--- src/rtl/sram_like_arbiter_if.sv ---
// ----------------------------------------------------------------------------
// sram_like_arbiter_if
// SRAM-like request/response bundle. One instance per master port and one
// for the shared slave port of sram_like_arbiter.
//
// Signals:
//   req      request valid (held until addr_ok)
//   wr       1 = write, 0 = read
//   size     access size code
//   addr     byte address
//   wdata    write data
//   addr_ok  request accepted this cycle
//   data_ok  response returned this cycle
//   rdata    read data, valid when data_ok=1
//
// Modports:
//   master   side that issues requests (drives req/wr/size/addr/wdata)
//   slave    side that accepts requests (drives addr_ok/data_ok/rdata)
// ----------------------------------------------------------------------------
interface sram_like_arbiter_if;
    logic        req;
    logic        wr;
    logic [1:0]  size;
    logic [31:0] addr;
    logic [31:0] wdata;
    logic        addr_ok;
    logic        data_ok;
    logic [31:0] rdata;

    modport master (
        output req, wr, size, addr, wdata,
        input  addr_ok, data_ok, rdata
    );

    modport slave (
        input  req, wr, size, addr, wdata,
        output addr_ok, data_ok, rdata
    );
endinterface

--- src/rtl/sram_like_arbiter.sv ---
// ----------------------------------------------------------------------------
// sram_like_arbiter
// Merges an instruction master and a data master onto one SRAM-like slave
// port (typically an AXI bridge). One request is in flight on the address
// phase at a time; an order FIFO remembers which master owns each
// outstanding response so data_ok is routed back in issue order.
//
// Parameters:
//   OT_DEPTH   order-FIFO depth, power of 2, >= 2; max outstanding requests
//
// Ports:
//   aclk       clock, rising edge
//   aresetn    asynchronous active-low reset
//   inst       instruction master port (slave modport)
//   data       data master port (slave modport)
//   s          shared downstream port (master modport)
//
// Build option:
//   ARB_ROUND_ROBIN_EN  defined   : round-robin between the two masters,
//                                   first tie after reset goes to data
//                       undefined : fixed priority, data over inst
// ----------------------------------------------------------------------------
//
// state  | meaning
// -------+-----------------------------------------------------------------
// IDLE   | no request on s; arbitrate if the order FIFO has room
// GNT_I  | instruction request driven on s, held until s.addr_ok
// GNT_D  | data request driven on s, held until s.addr_ok
//
module sram_like_arbiter #(
    parameter int OT_DEPTH = 4
) (
    input  logic                aclk,
    input  logic                aresetn,
    sram_like_arbiter_if.slave  inst,
    sram_like_arbiter_if.slave  data,
    sram_like_arbiter_if.master s
);

    localparam int PTR_W = (OT_DEPTH > 1) ? $clog2(OT_DEPTH) : 1;
    localparam int CNT_W = $clog2(OT_DEPTH) + 1;

    typedef enum logic [1:0] {
        IDLE  = 2'd0,
        GNT_I = 2'd1,
        GNT_D = 2'd2
    } state_t;

    state_t             state;

    // Order FIFO: one bit per outstanding request, 0 = inst, 1 = data.
    logic [OT_DEPTH-1:0] order_id;
    logic [PTR_W-1:0]    wr_ptr;
    logic [PTR_W-1:0]    rd_ptr;
    logic [CNT_W-1:0]    count;

    logic fifo_full;
    logic fifo_empty;
    logic push;
    logic pop;
    logic head_id;
    logic any_req;
    logic pick_data;

    assign fifo_full  = (count == CNT_W'(OT_DEPTH));
    assign fifo_empty = (count == '0);
    assign push       = (state != IDLE) && s.addr_ok;
    // A data_ok with nothing outstanding is a slave protocol error; drop it.
    assign pop        = s.data_ok && !fifo_empty;
    assign head_id    = order_id[rd_ptr];
    assign any_req    = inst.req || data.req;

`ifdef ARB_ROUND_ROBIN_EN
    // 1 when data was the most recent grant. Reset value 0 makes the first
    // tie go to data.
    logic last_data;

    always_comb begin
        pick_data = data.req && (!inst.req || !last_data);
    end

    always_ff @(posedge aclk or negedge aresetn) begin
        if (!aresetn) begin
            last_data <= 1'b0;
        end else if (state == IDLE && !fifo_full && any_req) begin
            last_data <= pick_data;
        end
    end
`else
    always_comb begin
        pick_data = data.req;
    end
`endif

    // Arbitration uses the registered count, so a pop in the same cycle does
    // not open a slot until the following cycle.
    always_ff @(posedge aclk or negedge aresetn) begin
        if (!aresetn) begin
            state <= IDLE;
        end else begin
            case (state)
                IDLE: begin
                    if (!fifo_full && any_req) begin
                        state <= pick_data ? GNT_D : GNT_I;
                    end
                end
                GNT_I, GNT_D: begin
                    if (s.addr_ok) begin
                        state <= IDLE;
                    end
                end
                default: state <= IDLE;
            endcase
        end
    end

    always_ff @(posedge aclk or negedge aresetn) begin
        if (!aresetn) begin
            order_id <= '0;
            wr_ptr   <= '0;
            rd_ptr   <= '0;
            count    <= '0;
        end else begin
            if (push) begin
                order_id[wr_ptr] <= (state == GNT_D);
                wr_ptr           <= wr_ptr + PTR_W'(1);
            end
            if (pop) begin
                rd_ptr <= rd_ptr + PTR_W'(1);
            end
            case ({push, pop})
                2'b10:   count <= count + CNT_W'(1);
                2'b01:   count <= count - CNT_W'(1);
                default: count <= count;
            endcase
        end
    end

    assign s.req = (state != IDLE);

    // Request fields follow the granted master; in IDLE they are don't-care
    // because s.req is low.
    always_comb begin
        if (state == GNT_D) begin
            s.wr    = data.wr;
            s.size  = data.size;
            s.addr  = data.addr;
            s.wdata = data.wdata;
        end else begin
            s.wr    = inst.wr;
            s.size  = inst.size;
            s.addr  = inst.addr;
            s.wdata = inst.wdata;
        end
    end

    assign inst.addr_ok = (state == GNT_I) && s.addr_ok;
    assign data.addr_ok = (state == GNT_D) && s.addr_ok;

    assign inst.data_ok = pop && !head_id;
    assign data.data_ok = pop &&  head_id;

    assign inst.rdata = s.rdata;
    assign data.rdata = s.rdata;

endmodule
--- src/flat_wrapper.sv ---
// flat-port wrapper written by rule: the top's interface ports become plain ports
module sram_like_arbiter_flat 
#(
    parameter int OT_DEPTH = 4
)
  (aclk, aresetn, inst_req, inst_wr, inst_size, inst_addr, inst_wdata, inst_addr_ok, inst_data_ok, inst_rdata, data_req, data_wr, data_size, data_addr, data_wdata, data_addr_ok, data_data_ok, data_rdata, s_req, s_wr, s_size, s_addr, s_wdata, s_addr_ok, s_data_ok, s_rdata);
  sram_like_arbiter_if inst_i ();
  sram_like_arbiter_if data_i ();
  sram_like_arbiter_if s_i ();
  input  logic aclk;
  input  logic aresetn;
  input wire logic [$bits(inst_i.req)-1:0] inst_req;
  input wire logic [$bits(inst_i.wr)-1:0] inst_wr;
  input wire logic [$bits(inst_i.size)-1:0] inst_size;
  input wire logic [$bits(inst_i.addr)-1:0] inst_addr;
  input wire logic [$bits(inst_i.wdata)-1:0] inst_wdata;
  output wire logic [$bits(inst_i.addr_ok)-1:0] inst_addr_ok;
  output wire logic [$bits(inst_i.data_ok)-1:0] inst_data_ok;
  output wire logic [$bits(inst_i.rdata)-1:0] inst_rdata;
  input wire logic [$bits(data_i.req)-1:0] data_req;
  input wire logic [$bits(data_i.wr)-1:0] data_wr;
  input wire logic [$bits(data_i.size)-1:0] data_size;
  input wire logic [$bits(data_i.addr)-1:0] data_addr;
  input wire logic [$bits(data_i.wdata)-1:0] data_wdata;
  output wire logic [$bits(data_i.addr_ok)-1:0] data_addr_ok;
  output wire logic [$bits(data_i.data_ok)-1:0] data_data_ok;
  output wire logic [$bits(data_i.rdata)-1:0] data_rdata;
  output wire logic [$bits(s_i.req)-1:0] s_req;
  output wire logic [$bits(s_i.wr)-1:0] s_wr;
  output wire logic [$bits(s_i.size)-1:0] s_size;
  output wire logic [$bits(s_i.addr)-1:0] s_addr;
  output wire logic [$bits(s_i.wdata)-1:0] s_wdata;
  input wire logic [$bits(s_i.addr_ok)-1:0] s_addr_ok;
  input wire logic [$bits(s_i.data_ok)-1:0] s_data_ok;
  input wire logic [$bits(s_i.rdata)-1:0] s_rdata;
  assign inst_i.req = inst_req;
  assign inst_i.wr = inst_wr;
  assign inst_i.size = inst_size;
  assign inst_i.addr = inst_addr;
  assign inst_i.wdata = inst_wdata;
  assign inst_addr_ok = inst_i.addr_ok;
  assign inst_data_ok = inst_i.data_ok;
  assign inst_rdata = inst_i.rdata;
  assign data_i.req = data_req;
  assign data_i.wr = data_wr;
  assign data_i.size = data_size;
  assign data_i.addr = data_addr;
  assign data_i.wdata = data_wdata;
  assign data_addr_ok = data_i.addr_ok;
  assign data_data_ok = data_i.data_ok;
  assign data_rdata = data_i.rdata;
  assign s_req = s_i.req;
  assign s_wr = s_i.wr;
  assign s_size = s_i.size;
  assign s_addr = s_i.addr;
  assign s_wdata = s_i.wdata;
  assign s_i.addr_ok = s_addr_ok;
  assign s_i.data_ok = s_data_ok;
  assign s_i.rdata = s_rdata;
  sram_like_arbiter #(.OT_DEPTH(OT_DEPTH)) u_core (.aclk(aclk), .aresetn(aresetn), .inst(inst_i), .data(data_i), .s(s_i));
endmodule
--- config.mk ---
export PLATFORM = sky130hd
export DESIGN_NAME = sram_like_arbiter_flat
export DESIGN_NICKNAME = d
export VERILOG_FILES = /design/src/rtl/sram_like_arbiter_if.sv /design/src/rtl/sram_like_arbiter.sv /design/src/flat_wrapper.sv
export SDC_FILE = /design/constraint.sdc
export NUM_CORES = 1
export LEC_CHECK = 0
export BUFFER_PORTS_ARGS = -buffer_cell sky130_fd_sc_hd__buf_2
export CAP_MARGIN = 20
export CORE_AREA = 2 2 119 121
export CTS_BUF_LIST = sky130_fd_sc_hd__clkbuf_4
export DETAILED_ROUTE_END_ITERATION = 8
export DIE_AREA = 0 0 121 123
export PLACE_DENSITY = 0.47
export SETUP_SLACK_MARGIN = 0.4
export SLEW_MARGIN = 10
export SYNTH_ARGS = -nofsm -noshare
export SYNTH_HDL_FRONTEND = slang
export SYNTH_SLANG_ARGS = --single-unit
--- constraint.sdc ---
create_clock -name aclk -period 3.5 [get_ports aclk]
set_clock_uncertainty 0.15 [all_clocks]
set_input_delay 0.7 -clock aclk [delete_from_list [all_inputs] [get_ports aclk]]
set_output_delay 0.7 -clock aclk [all_outputs]
set_load 0.03 [all_outputs]
==> results.md <==
Clock tree:
- The tree is rooted in a sky130_fd_sc_hd__clkbuf_4.
- Clock tree synthesis found a total of 13 sinks.
- After clock tree synthesis, the clock-pin slew on the worst setup and hold paths is roughly 90 ps.
- In this run the number of H-tree levels came out at 1.
- After clock tree synthesis, the flow added hold-fix buffers numbering 0.
- The insertion delay of the later-clocked pin in the worst-skew pair is 280 ps.
- The number of setup buffers added after CTS is 0.
- After clock tree synthesis, the repair step resized 0 gates.
- The number of buffers added by the clock tree synthesis step is 3.
- The buffer depth of the longest clock path is 2.
- The CTS tree is done.

GRT:
- The pin count of the biggest net entering global routing is 39.
- The number of global-route vias before repair is 1859.
- Global routing consumed, over all layers together, 9.26% of the routing resources.
- The number of antenna violations at the first check in global routing was 1.
- The global-route wire length before repair is about 10000 microns.
- Summed over all layers, the global routing overflow is 0.

Yosys:
- Dividing the synthesized area by the synthesized cell count gives 9.93 sq um.
- The number of nets in the synthesized netlist is 388.
- The compound-cell area share of the yosys netlist is 2.50%.
- The register bit count reported by yosys is 13.
- After synthesis, the largest family of logic cells by area is multiplexers.
- The mux cell area share after synthesis is between 40% and 50%.
- After Yosys synthesis, and, or, nand and nor cells account for ~4.3% of the synthesized area.
- In this run, distinct cell masters in the synthesized netlist total 24.
- The share of the Yosys chip area taken by registers is approximately 16%.
- After Yosys synthesis, XOR and XNOR cells account for 2.56% of the synthesized area.
- Counting every instance in the synthesized netlist gives 207.
- The share of synthesized cell area in full adder, half adder and majority cells is 5.84%.
- The synthesis warning total is 0.
- In this run the cell area of the synthesized design comes to 2060 sq um.

Timing:
- Setup repair after global routing left no endpoint under its margin.
- The final count of pins violating max slew came to 0.
- The post-route minimum period is 2840 ps.
- Dividing the final minimum period by the clock period gives approximately four fifths.
- The count of endpoints failing setup in the final report is 0.
- For the final routed database, the setup TNS stands at 0 ps.
- The worst pin sits at a relative slew slack of 64.1%.
- Based on the critical path, the design can be clocked at up to ~350 MHz.
- The final hold violation count is 0.
- For the pin with the worst max-slew slack, the measured transition is around 540 ps.

Setup path:
- The worst path arrival time is 1990 ps.
- The element type at the critical path end is a primary output.
- The critical-path maximum fanout is 34.
- Data on the critical path is required at its endpoint by 2650 ps.
- The path type of the worst setup path is register to primary output.
- The element type at the critical path start is a register.

Route:
- The number of iterations in the first detailed-routing pass is 3.
- In the routed design, unresolved DRC markers number 0.
- The remaining number of nets flagged by the antenna check after routing is 0.
- The final wirelength is 7920 microns.
- The number of DRC markers after the initial detailed-route iteration is 26.
- The total vias in the final route is slightly below 2000.
- In the final routed layout, each cell accounts on average for 14.9 microns.
- Using the TritonRoute via totals, the vias-per-cell ratio works out to 3.66.

Floorplan:
- The core outline area is 13600 sq um.
- The effective utilization at floorplan is 15.1%.
- The area enclosed by the die boundary is 14900 sq um.
- The vertical die dimension is 123 microns.
- During I/O placement, the number of pins put on the boundary was 308.
- The number of rows in the core area is 43.
- The width of the die is roughly 120 microns.

Final layout:
- After the flow finishes, the layout carries non-filler instances totaling roughly 530.
- The library cells used most frequently in the layout, excluding fill and tap cells, are sky130_fd_sc_hd__buf_2 (211), sky130_fd_sc_hd__mux2_2 (67), sky130_fd_sc_hd__dfrtp_1 (13), sky130_fd_sc_hd__inv_1 (9).
- The total inserted antenna cells is 0.
- The net total in the final layout is 533.
- Compared with the post-synthesis result, the final layout area differs by 39.3%.
- The share of the core filled with cells in the final layout is 21.0%.
- The layout cell share with drive strength beyond 1 is about 83%.
- The library cell used most frequently in the layout, excluding fill and tap cells, is sky130_fd_sc_hd__buf_2.

Power and ir drop:
- The overall power consumption is 2040 uW.
- The power per unit of standard cell area is around 710 nW/um^2.
- Summed over all cells, the static leakage comes to 0.00149 uW.
- The largest vdd supply drop is 310 uV.

Hold path:
- In this run the worst hold path is classified as input port to async pin.

Placement:
- The post-placement cell count is 527.
- At the end of routability-driven placement, the weighted congestion stood at 0.764.
- The half-perimeter wire length after placement is 6940 microns.
- The number of buffers inserted by port buffering is 211.

Run status:
- The flow ran to the end, and the final reports show no timing, DRC or antenna violations.

Run:
- The tool flagged a number of max-cap violations equal to 0.
-- state kept, by name (all words and copies together) (netlist names) --
| signal | cells |
|---|---|
| u_core.state | 2 |
| u_core.order_id | 4 |
| u_core.rd_ptr | 2 |
| u_core.wr_ptr | 2 |
| u_core.count | 3 |
-- cell type report --
| class | count | area, sq um |
|---|---|---|
| sequential | 13 | 325 |
| timing repair buffer | 213 | 1080 |
| fill | 1500 | 10700 |
| clock buffer | 4 | 30.0 |
| inverter | 10 | 37.5 |
| multi-input combinational | 111 | 1160 |
| tap | 180 | 225 |
-- through the flow --
step	cell area (sq um)	setup WS [ps]	hold slack, ps
final	2860	663	147
after global routing	2860	517	155
after CTS	2860	614	156
after detailed placement	2830	928	327
after global placement	2830	963	323
after floorplan	2060	1280	254
-- cell families (layout without fill, tap and decap cells) --
family | count (synthesis) | count (layout)
buffers and inverters | 83 | 227
muxes | 72 | 72
and+or+nand+nor | 17 | 17
DFF | 13 | 13
adders and majority gates | 9 | 9
AOI/OAI and AO/OA | 7 | 7
xor gates and xnor gates | 6 | 6
-- worst paths after layout --
path	endpoint	slack, ps	cells past startpoint	start
hold / removal	u_core.wr_ptr[1]	150	1	aresetn
min in group aclk	u_core.rd_ptr[1]	350	1	u_core.rd_ptr[1]
setup reg to reg	u_core.count[2]	1120	10	u_core.state[1]
max in group asynchronous	u_core.state[1]	2810	1	aresetn
setup / recovery	s_wdata[17]	660	5	u_core.state[0]
hold reg to reg	u_core.rd_ptr[1]	350	1	u_core.rd_ptr[1]
-- layer usage --
layer  wire [microns]  global-route usage, %  vias to the layer above
li1                 -                      -                      921
met2             3520                   14.3                      167
met5                0                      0                        -
met1             3290                   11.9                      853
met4               26                   1.31                        0
met3             1090                   4.66                        4
-- Yosys cell counts --
| cell type | n | area share [%] |
|---|---|---|
| sky130_fd_sc_hd__nor2b_1 | 1 | 0.30 |
| sky130_fd_sc_hd__xor2_1 | 2 | 0.85 |
| sky130_fd_sc_hd__mux2_2 | 67 | 37 |
| sky130_fd_sc_hd__mux4_2 | 1 | 1.1 |
| sky130_fd_sc_hd__nand2b_1 | 2 | 0.61 |
| sky130_fd_sc_hd__o31ai_2 | 1 | 0.61 |
| sky130_fd_sc_hd__buf_2 | 2 | 0.49 |
| sky130_fd_sc_hd__dfrtp_1 | 13 | 16 |
| sky130_fd_sc_hd__buf_4 | 71 | 26 |
| sky130_fd_sc_hd__xnor2_1 | 4 | 1.7 |
| sky130_fd_sc_hd__nand4bb_1 | 1 | 0.55 |
| sky130_fd_sc_hd__a31oi_1 | 1 | 0.30 |
| sky130_fd_sc_hd__and2_1 | 4 | 1.2 |
| sky130_fd_sc_hd__o211ai_1 | 1 | 0.37 |
| sky130_fd_sc_hd__nand2_1 | 7 | 1.3 |
| sky130_fd_sc_hd__fa_1 | 1 | 0.97 |
| sky130_fd_sc_hd__a32o_1 | 1 | 0.49 |
| sky130_fd_sc_hd__inv_1 | 9 | 1.6 |
| sky130_fd_sc_hd__ha_1 | 8 | 4.9 |
| sky130_fd_sc_hd__a21oi_1 | 1 | 0.24 |
| sky130_fd_sc_hd__nor2_1 | 2 | 0.37 |
| sky130_fd_sc_hd__o21ai_0 | 2 | 0.49 |
| sky130_fd_sc_hd__inv_2 | 1 | 0.18 |
| sky130_fd_sc_hd__mux2_4 | 4 | 2.9 |
-- worst max-delay path: stages (launching register included) --
cell and delay (ps):
sky130_fd_sc_hd__dfrtp_1 400, sky130_fd_sc_hd__inv_1 130, sky130_fd_sc_hd__ha_4 170, sky130_fd_sc_hd__buf_4 370
sky130_fd_sc_hd__mux2_2 440, sky130_fd_sc_hd__buf_2 190
-- report_power, final --
part / internal (uW) / switching (uW) / leakage [uW]
clock network: 51.9 / 50.4 / 0.0000184
registers: 224 / 64.1 / 0.000160
logic: 666 / 983 / 0.00131
total: 942 / 1100 / 0.00149
Power figures use the tool's default switching activity.
